[src/rtl/up_sample_pkg.sv]
// Shared definitions for the integer-ratio upsampler: ratio encoding,
// ratio-to-last-phase helper and the output FSM state type.
package up_sample_pkg;

    localparam logic [1:0] RATIO_X1 = 2'b00;
    localparam logic [1:0] RATIO_X2 = 2'b01;
    localparam logic [1:0] RATIO_X4 = 2'b10;
    localparam logic [1:0] RATIO_X8 = 2'b11;

    typedef enum logic [0:0] {
        IDLE = 1'b0,
        EMIT = 1'b1
    } state_t;

    // Index of the final beat of a burst (N-1 for N = 1 << ratio).
    function automatic logic [2:0] ratio_to_last_phase(input logic [1:0] ratio);
        logic [2:0] last;
        case (ratio)
            RATIO_X1: last = 3'd0;
            RATIO_X2: last = 3'd1;
            RATIO_X4: last = 3'd3;
            RATIO_X8: last = 3'd7;
            default:  last = 3'd0;
        endcase
        return last;
    endfunction

endpackage

[src/rtl/up_sample_pend.sv]
// One-entry pending register holding a sample together with its captured
// ratio and hold mode. A load on the same edge as an unload wins, so the
// entry stays full with the new sample.
module up_sample_pend
    import up_sample_pkg::*;
#(
    parameter int DATA_WIDTH = 16
) (
    input  logic                  i_clk,
    input  logic                  i_rst,
    input  logic                  i_load,
    input  logic [DATA_WIDTH-1:0] i_data,
    input  logic [1:0]            i_ratio,
    input  logic                  i_hold,
    input  logic                  i_unload,
    output logic                  o_full,
    output logic [DATA_WIDTH-1:0] o_data,
    output logic [1:0]            o_ratio,
    output logic                  o_hold
);

    logic                  full_d,  full_q;
    logic [DATA_WIDTH-1:0] data_d,  data_q;
    logic [1:0]            ratio_d, ratio_q;
    logic                  hold_d,  hold_q;

    // Next-state: capture on load, drop the full flag on a bare unload.
    always_comb begin
        full_d  = full_q;
        data_d  = data_q;
        ratio_d = ratio_q;
        hold_d  = hold_q;
        if (i_load) begin
            full_d  = 1'b1;
            data_d  = i_data;
            ratio_d = i_ratio;
            hold_d  = i_hold;
        end else if (i_unload) begin
            full_d  = 1'b0;
        end else begin
            full_d  = full_q;
        end
    end

    // Pending entry flops with synchronous reset.
    always_ff @(posedge i_clk) begin
        if (i_rst) begin
            full_q  <= 1'b0;
            data_q  <= {DATA_WIDTH{1'b0}};
            ratio_q <= RATIO_X1;
            hold_q  <= 1'b0;
        end else begin
            full_q  <= full_d;
            data_q  <= data_d;
            ratio_q <= ratio_d;
            hold_q  <= hold_d;
        end
    end

    assign o_full  = full_q;
    assign o_data  = data_q;
    assign o_ratio = ratio_q;
    assign o_hold  = hold_q;

endmodule

[src/rtl/up_sample.sv]
// Integer-ratio upsampler: each accepted sample becomes a burst of 1/2/4/8
// output beats, extra beats either zero-stuffed or zero-order held.
module up_sample
    import up_sample_pkg::*;
#(
    parameter int DATA_WIDTH = 16
) (
    input  logic                  i_clk,
    input  logic                  i_rst,
    input  logic                  i_valid,
    input  logic [DATA_WIDTH-1:0] i_data,
    input  logic [1:0]            i_ratio,
    input  logic                  i_hold,
    output logic                  o_in_ready,
    output logic                  o_valid,
    output logic [DATA_WIDTH-1:0] o_data,
    output logic                  o_first,
    input  logic                  i_out_ready,
    output logic                  o_busy
);

    logic                  pend_full_s;
    logic [DATA_WIDTH-1:0] pend_data_s;
    logic [1:0]            pend_ratio_s;
    logic                  pend_hold_s;
    logic                  pend_load_s;
    logic                  pend_unload_s;
    logic                  last_s;

    state_t                state_d,    state_q;
    logic [2:0]            phase_d,    phase_q;
    logic [DATA_WIDTH-1:0] cur_data_d, cur_data_q;
    logic [1:0]            cur_ratio_d, cur_ratio_q;
    logic                  cur_hold_d, cur_hold_q;
    logic [DATA_WIDTH-1:0] o_data_d,   o_data_q;
    logic                  o_first_d,  o_first_q;

    up_sample_pend #(
        .DATA_WIDTH (DATA_WIDTH)
    ) u_pend (
        .i_clk    (i_clk),
        .i_rst    (i_rst),
        .i_load   (pend_load_s),
        .i_data   (i_data),
        .i_ratio  (i_ratio),
        .i_hold   (i_hold),
        .i_unload (pend_unload_s),
        .o_full   (pend_full_s),
        .o_data   (pend_data_s),
        .o_ratio  (pend_ratio_s),
        .o_hold   (pend_hold_s)
    );

    assign last_s = (phase_q == ratio_to_last_phase(cur_ratio_q));

    // Pending drains into the output stage when idle or on the final beat
    // handshake; the ready path from i_out_ready is deliberately combinational
    // so bursts and samples chain without bubbles.
    always_comb begin
        pend_unload_s = 1'b0;
        if (pend_full_s && ((state_q == IDLE) ||
                            ((state_q == EMIT) && last_s && i_out_ready))) begin
            pend_unload_s = 1'b1;
        end else begin
            pend_unload_s = 1'b0;
        end
    end

    assign o_in_ready  = !i_rst && (!pend_full_s || pend_unload_s);
    assign pend_load_s = i_valid && o_in_ready;

    // Output FSM next-state: burst loading, phase stepping and output mux.
    always_comb begin
        state_d     = state_q;
        phase_d     = phase_q;
        cur_data_d  = cur_data_q;
        cur_ratio_d = cur_ratio_q;
        cur_hold_d  = cur_hold_q;
        o_data_d    = o_data_q;
        o_first_d   = o_first_q;
        case (state_q)
            IDLE: begin
                if (pend_full_s) begin
                    state_d     = EMIT;
                    phase_d     = 3'd0;
                    cur_data_d  = pend_data_s;
                    cur_ratio_d = pend_ratio_s;
                    cur_hold_d  = pend_hold_s;
                    o_data_d    = pend_data_s;
                    o_first_d   = 1'b1;
                end else begin
                    o_data_d    = {DATA_WIDTH{1'b0}};
                    o_first_d   = 1'b0;
                end
            end
            EMIT: begin
                if (!i_out_ready) begin
                    // Stalled: beat, phase and marker stay frozen.
                    state_d = EMIT;
                end else if (!last_s) begin
                    phase_d   = phase_q + 3'd1;
                    o_data_d  = cur_hold_q ? cur_data_q : {DATA_WIDTH{1'b0}};
                    o_first_d = 1'b0;
                end else if (pend_full_s) begin
                    phase_d     = 3'd0;
                    cur_data_d  = pend_data_s;
                    cur_ratio_d = pend_ratio_s;
                    cur_hold_d  = pend_hold_s;
                    o_data_d    = pend_data_s;
                    o_first_d   = 1'b1;
                end else begin
                    state_d   = IDLE;
                    phase_d   = 3'd0;
                    o_data_d  = {DATA_WIDTH{1'b0}};
                    o_first_d = 1'b0;
                end
            end
            default: begin
                state_d   = IDLE;
                phase_d   = 3'd0;
                o_data_d  = {DATA_WIDTH{1'b0}};
                o_first_d = 1'b0;
            end
        endcase
    end

    // FSM, burst context and registered output flops.
    always_ff @(posedge i_clk) begin
        if (i_rst) begin
            state_q     <= IDLE;
            phase_q     <= 3'd0;
            cur_data_q  <= {DATA_WIDTH{1'b0}};
            cur_ratio_q <= RATIO_X1;
            cur_hold_q  <= 1'b0;
            o_data_q    <= {DATA_WIDTH{1'b0}};
            o_first_q   <= 1'b0;
        end else begin
            state_q     <= state_d;
            phase_q     <= phase_d;
            cur_data_q  <= cur_data_d;
            cur_ratio_q <= cur_ratio_d;
            cur_hold_q  <= cur_hold_d;
            o_data_q    <= o_data_d;
            o_first_q   <= o_first_d;
        end
    end

    assign o_valid = (state_q == EMIT);
    assign o_data  = o_data_q;
    assign o_first = o_first_q;
    assign o_busy  = pend_full_s || (state_q == EMIT);

endmodule

[config.mk]
export PLATFORM = sky130hd
export DESIGN_NAME = up_sample
export DESIGN_NICKNAME = d
export VERILOG_FILES = /design/src/rtl/up_sample_pkg.sv /design/src/rtl/up_sample_pend.sv /design/src/rtl/up_sample.sv
export SDC_FILE = /design/constraint.sdc
export NUM_CORES = 1
export LEC_CHECK = 0
export BUFFER_PORTS_ARGS = -buffer_cell sky130_fd_sc_hd__buf_2
export CORE_UTILIZATION = 35
export CTS_CLUSTER_DIAMETER = 120
export DETAILED_ROUTE_END_ITERATION = 10
export MAX_ROUTING_LAYER = met4
export SLEW_MARGIN = 25
export SYNTH_ARGS = -nofsm -noshare
export SYNTH_HDL_FRONTEND = slang
export SYNTH_HIERARCHICAL = 1
export SYNTH_SLANG_ARGS = --single-unit
export TNS_END_PERCENT = 100
[constraint.sdc]
create_clock -name i_clk -period 2.3 [get_ports i_clk]
set_input_delay 0.115 -clock i_clk [delete_from_list [all_inputs] [get_ports i_clk]]
set_output_delay 0.115 -clock i_clk [all_outputs]
set_load 0.01 [all_outputs]
==> results of run 1 <==
-- worst register-to-register path, stage by stage (launching register included) --
cell	delay, ns
dfxtp_1	0.37
or2_2	0.36
o41ai_4	0.25
o21ai_0	0.18
a21oi_2	0.15
buf_4	0.32
mux2i_1	0.26
nor2_1	0.05
-- sequential cells by signal, indices dropped and copies added (netlist names) --
name,count
o_data,16
o_first,1
u_pend/o_data,16
o_valid,1
cur_data_q,16
cur_ratio_q,2
u_pend/o_full,1
cur_hold_q,1
u_pend/o_ratio,2
phase_q,3
u_pend/o_hold,1
-- worst max-delay path by stage --
stage	from	end	slack (ns)	cells past startpoint
global placement	phase_q[2]	u_pend/o_hold	0.31	7
finish	cur_ratio_q[0]	o_in_ready	0.17	6
floorplan	phase_q[2]	u_pend/o_data[0]	0.20	9
detailed placement	phase_q[2]	u_pend/o_data[7]	0.26	7
CTS	phase_q[2]	o_in_ready	0.07	6
global route	cur_ratio_q[0]	o_in_ready	0.06	6
-- logic make-up after synthesis --
group / count (synthesis)
adder cells (fa/ha/maj): 1
multiplexers: 23
buffers and inverters: 31
AND/OR/NAND/NOR: 78
flip-flops: 60
AO/OA/AOI/OAI: 80
-- layer usage --
layer / up-vias / wire length [µm]
met4: 0 / 101
met1: 1007 / 3110
met5: - / 0
met2: 65 / 2550
li1: 1101 / -
met3: 10 / 317
-- cell usage after synthesis, types with 5 or more instances --
cell / instances / area, µm²
o31ai_1: 16 / 120
nor2_1: 19 / 71.3
dfxtp_1: 60 / 1200
a21oi_1: 22 / 110
nand2_1: 28 / 105
nand4_1: 16 / 100
buf_2: 5 / 25.0
mux2i_1: 23 / 230
o2111ai_1: 16 / 140
clkbuf_1: 19 / 71.3
a31oi_1: 16 / 100
-- power groups by stage --
| stage | Combinational, mW | Clock (mW) | Sequential, mW |
|---|---|---|---|
| final | 0.144 | 0.862 | 1.09 |
| after global routing | 0.160 | 0.913 | 1.09 |
| after CTS | 0.145 | 0.877 | 1.09 |
| after detailed placement | 0.145 | 0 | 1.11 |
| after global placement | 0.142 | 0 | 1.11 |
| after floorplan | 0.0986 | 0 | 1.10 |
-- final cells by class --
class,instances,area (µm²),share of cell area
Multi-Input combinational cell,182,1230,0.402
Sequential cell,60,1200,0.394
Timing Repair Buffer,56,315,0.103
Clock buffer,11,141,0.0463
Tap cell,96,120,0.0393
Clock inverter,5,36.3,0.0119
Inverter,3,11.3,0.00369
-- timing repair --
item                                   4_1_cts  5_1_grt
resized for setup                            0        1
endpoints found under the hold margin        0        0
setup endpoints to repair                    0        1
==> impl_results.md, run 1 <==
* IO buf count at 42
* Die extent in y at 87.6 µm
* First-pass GRT wire length at 9820 µm
* Switching pwr at 0.544 mW
* Fraction of synthesized area in multiplexers at 0.0898
* YS warnings at 6
* Crit path required time at 2.18 ns
* DP Cell Count at 397
* Most common cell after layout, fill and taps aside: dfxtp_1
* Cell area after layout at 3050 µm²
* M1 GR Usage at 0.253
* Hold path startpoint: i_ratio[1]
* Synth Area in XOR/XNOR at 0
* Total GRT Usage at 0.173
* Later-pin clock latency in the skew report at 0.34 ns
* Tot Pwr at 2.09 mW
* Setup bufs post-CTS at 0
* Synthesized cell area at 2560 µm²
* WL/cell at 14.7 µm
* Cts bufs inserted at 9
* Hold-fix buffers, CTS at 0
* Final WL at 6080 µm
* P&R area growth vs syn at 19.0%
* Sequential cell area fraction in the yosys report at 0.468
* Reg2reg end: u_pend/o_data[7]
* Outcome: finished, final reports clean
* Fmax at 469 MHz
* Clock power share at 0.412
* Clk pin slew, worst setup/hold paths at 0.07 ns
* Commonest cells after routing, fill and taps aside: dfxtp_1, buf_2, nand2_1
* CP max stage delay at 0.49 ns
* Max rail drop VDD at 0.284 mV
* Max-Cap Viols at 0
* Int Power at 1.55 mW
* GR Layer Usage met3 at 0.0396
* Reg2Reg Depth at 7
* Max Root-Sink Buffers at 2
* Startpoint Class: flop
* Compound-gate portion of the synthesized area at 0.225
* Hold Fails Final Rpt at 0
* Gate power share at 0.069
* Final #Nets at 336
* Core area at 6940 µm²
* Post-route insts no fill at 413
* Crit-path cells: and4bb_4 > o31a_1 > o21ai_0 > buf_4 > a21oi_1 > buf_2
* GRT overflow at 0
* DR iter-0 viols at 173
* Largest family of logic cells by synthesized area: compound AO/OA/AOI/OAI gates
* Adder-cell share of the synthesized area at 0.00488
* Number of synthesized flops with an enable pin at 0
* CTS tree: done
* Sw Ratio at 0.260
* Arrival time at the worst endpoint at 2.02 ns
* Hold WS at 0.00891 ns
* LEAKAGE at 1.14 nW
* Layout cells sized above 1 at 0.256
* Sequential power share at 0.519
* RR Startpoint: phase_q[1]
* Row count at 30
* Syn_area_per_cell at 9.40 µm²
* RSZ-0062 raised after global routing: no
* Ys async rst share at 0
* Buf+Inv Stages, Crit Path at 2
* Hold crit path type: in2reg
* Ys flop type: dfxtp_1
* Hold Path Stages at 3
* # DRC at 0
* Crit share post-route at 0.927
* M2 GR Usage at 0.227
* GPL Wtd Cong at 0.777
* Antenna violations before repair at 0
* Simple-gate portion of the synthesized area at 0.157
* Clock sinks at 60
* Final worst setup slack at 0.168 ns
* Via count at 2183
* ANT cells at 0
* PwrDens at 686 nW/µm²
* Width of the die at 87.6 µm
* Sum Neg Setup Slack at 0 ns
* Area of the die at 7670 µm²
* Via density at 5.29
* Antenna-violating nets left at 0
* Fill cell count at 707
* Critical path capture point type: primary output
* Synth cell types at 37
* Max FO, Critical Path at 7
* Worst slew pin tran at 0.674 ns
* Worst clock skew at 0.00670 ns
* DP Wirelength at 4040 µm
* CTS root buffer: clkbuf_8
* CP max-delay cell: dfxtp_1
* Hold Path Sink: u_pend/o_ratio[1]
* GR peak layer: met1
* Final core occ at 0.440
* Worst reg2reg setup slack at 0.24 ns
* Pre-CTS setup slack at 0.255 ns
* Setup CP Type: reg2out
* Syn Inst Count at 273
* Router iterations before antenna repair at 5
* H-tree Lvls at 3
* Syn nets at 297
* Period minus WS final at 2.13 ns
* Largest net degree at the start of global routing at 57
* Placed cell areas at 2870 µm²
* Vias in the first global route at 1926
* Max-slew headroom at 0.550
* Initial Utilization at 0.369
* # setup viols final at 0
* IO Count at 43
* CP top delay family: compound AO/OA/AOI/OAI gates
* Count of pins over their slew limit at 0
* #FFs+latches synth at 60
(Power assumes the default switching activity.)
==> run 2: changes to the inputs <==
CORE_MARGIN = 4   (was unset)
CORE_UTILIZATION = 24   (was 35)
==> run 2 against run 1 <==
First-iteration DRC count fell by 8.1%. Largest cell class unchanged. Setup slack got worse by 0.014 ns. Sequential power barely moved. Sequential share of layout area fell by 0.96 points. Register-to-register slack barely moved. Critical path depth did not move. Fmax fell by 0.66%.
==> impl_results.md, run 2 (synthesis results as in run 1) <==
* Outcome: finished, final reports clean
* Initial Utilization at 0.247
* CTS root buffer: clkbuf_8
* Crit-path cells: and4bb_4 > o31a_1 > o21ai_0 > buf_4 > a21oi_1 > buf_2
* Most common cell after layout, fill and taps aside: dfxtp_1
* Period minus WS final at 2.15 ns
* CP startpoint: cur_ratio_q[0]
* First-pass GRT wire length at 11000 µm
* Clk pin slew, worst setup/hold paths at 0.06 ns
* DR iter-0 viols at 159
* Cts bufs inserted at 9
* Startpoint Class: flop
* Count of pins over their slew limit at 0
* Commonest cells after routing, fill and taps aside: dfxtp_1, buf_2, nand2_1
* # setup viols final at 0
* RR Startpoint: cur_ratio_q[0]
* Core area at 10400 µm²
* Setup CP Type: reg2out
* Area of the die at 12400 µm²
* Crit path required time at 2.18 ns
* Clock sinks at 60
* Row count at 37
* Vias in the first global route at 2130
* Arrival time at the worst endpoint at 2.03 ns
* Router iterations before antenna repair at 4
* Total GRT Usage at 0.113
* Hold crit path type: in2reg
* Max-Cap Viols at 0
* # DRC at 0
* CTS tree: done
* Hold path startpoint: i_data[11]
* P&R area growth vs syn at 22.0%
* Via density at 4.79
* Antenna-violating nets left at 0
* Critical path capture point type: primary output
* IO buf count at 42
* RSZ-0062 raised after global routing: no
* Max Root-Sink Buffers at 2
* Die extent in y at 111 µm
* Worst slew pin tran at 0.681 ns
* Later-pin clock latency in the skew report at 0.34 ns
* ANT cells at 0
* Final core occ at 0.302
* GRT overflow at 0
* DP Wirelength at 4620 µm
* Final worst setup slack at 0.154 ns
* DP Cell Count at 436
* Final WL at 6690 µm
* Sum Neg Setup Slack at 0 ns
* Largest net degree at the start of global routing at 57
* Placed cell areas at 2920 µm²
* CP max stage delay at 0.48 ns
* Setup bufs post-CTS at 0
* Fill cell count at 1144
* Final #Nets at 336
* GPL Wtd Cong at 0.798
* IO Count at 43
* Max-slew headroom at 0.546
* Max FO, Critical Path at 7
* Cell area after layout at 3130 µm²
* Post-route insts no fill at 453
* Multi-input gate area at 1230 µm²
* Hold Fails Final Rpt at 0
* Max rail drop VDD at 0.257 mV
* Fmax at 466 MHz
* Via count at 2172
* WL/cell at 14.8 µm
* PwrDens at 702 nW/µm²
* Width of the die at 111 µm
* Pre-CTS setup slack at 0.248 ns
* Crit share post-route at 0.933
* CP max-delay cell: dfxtp_1
* Antenna violations before repair at 0
* Worst clock skew at 0.00906 ns
* H-tree Lvls at 3
* LEAKAGE at 1.16 nW
* Flip-flop and latch area at 1200 µm²
* Layout cells sized above 1 at 0.256
[run 2: cell count changes in the layout (fill, tap and decap cells not counted), sizes merged]
cell	delta
clkbuf	-1
buf	-1
clkinv	+2
dlygate4sd3	+1
bufinv	+1
inv	-1
clkinvlp	-1
[run 2: where the power goes]
group          total, mW  switching, mW  internal, mW
logic              0.148         0.0861        0.0622
registers           1.09         0.0207          1.07
clock network      0.961          0.434         0.527
[run 2: worst max-delay path: cells and delay by family (launching register included)]
family	cells	cell delay [ns]
AOI/OAI and AO/OA	3	0.60
buffers and inverters	2	0.35
DFF	1	0.48
and+or+nand+nor	1	0.26
[run 2: repair_timing]
item,4_1_cts,5_1_grt
hold buffers,1,0
hold endpoints to repair,1,0
endpoints found under the setup margin,0,1
resized for setup,0,1
[run 2: layout make-up]
cell class / instances / share of cell area
multi-input cells: 182 / 0.392
flip-flops and latches: 60 / 0.384
repair buffers: 56 / 0.102
well taps: 136 / 0.0544
clock buffers: 10 / 0.0440
clock inverters: 6 / 0.0204
inverters: 3 / 0.00360
[run 2: per-layer routing]
metal	track usage	wire length, µm
met1	0.157	3460
met2	0.160	2930
met3	0.0217	176
met4	0.0462	129
met5	-	0
[run 2: through the flow]
step | hold slack [ns] | total power, mW
2_1_floorplan | 0.262 | 1.20
4_1_cts | 0.00280 | 2.22
3_5_place_dp | 0.361 | 1.26
5_1_grt | 0.0114 | 2.29
3_3_place_gp | 0.355 | 1.25
6_report | 0.0129 | 2.20
[run 2: worst paths after layout]
kind	endpoint	slack (ns)	cells past startpoint
max	o_in_ready	0.15	6
min	u_pend/o_data[11]	0.01	3
max reg2reg	u_pend/o_data[2]	0.23	7
min reg2reg	cur_hold_q	0.46	2
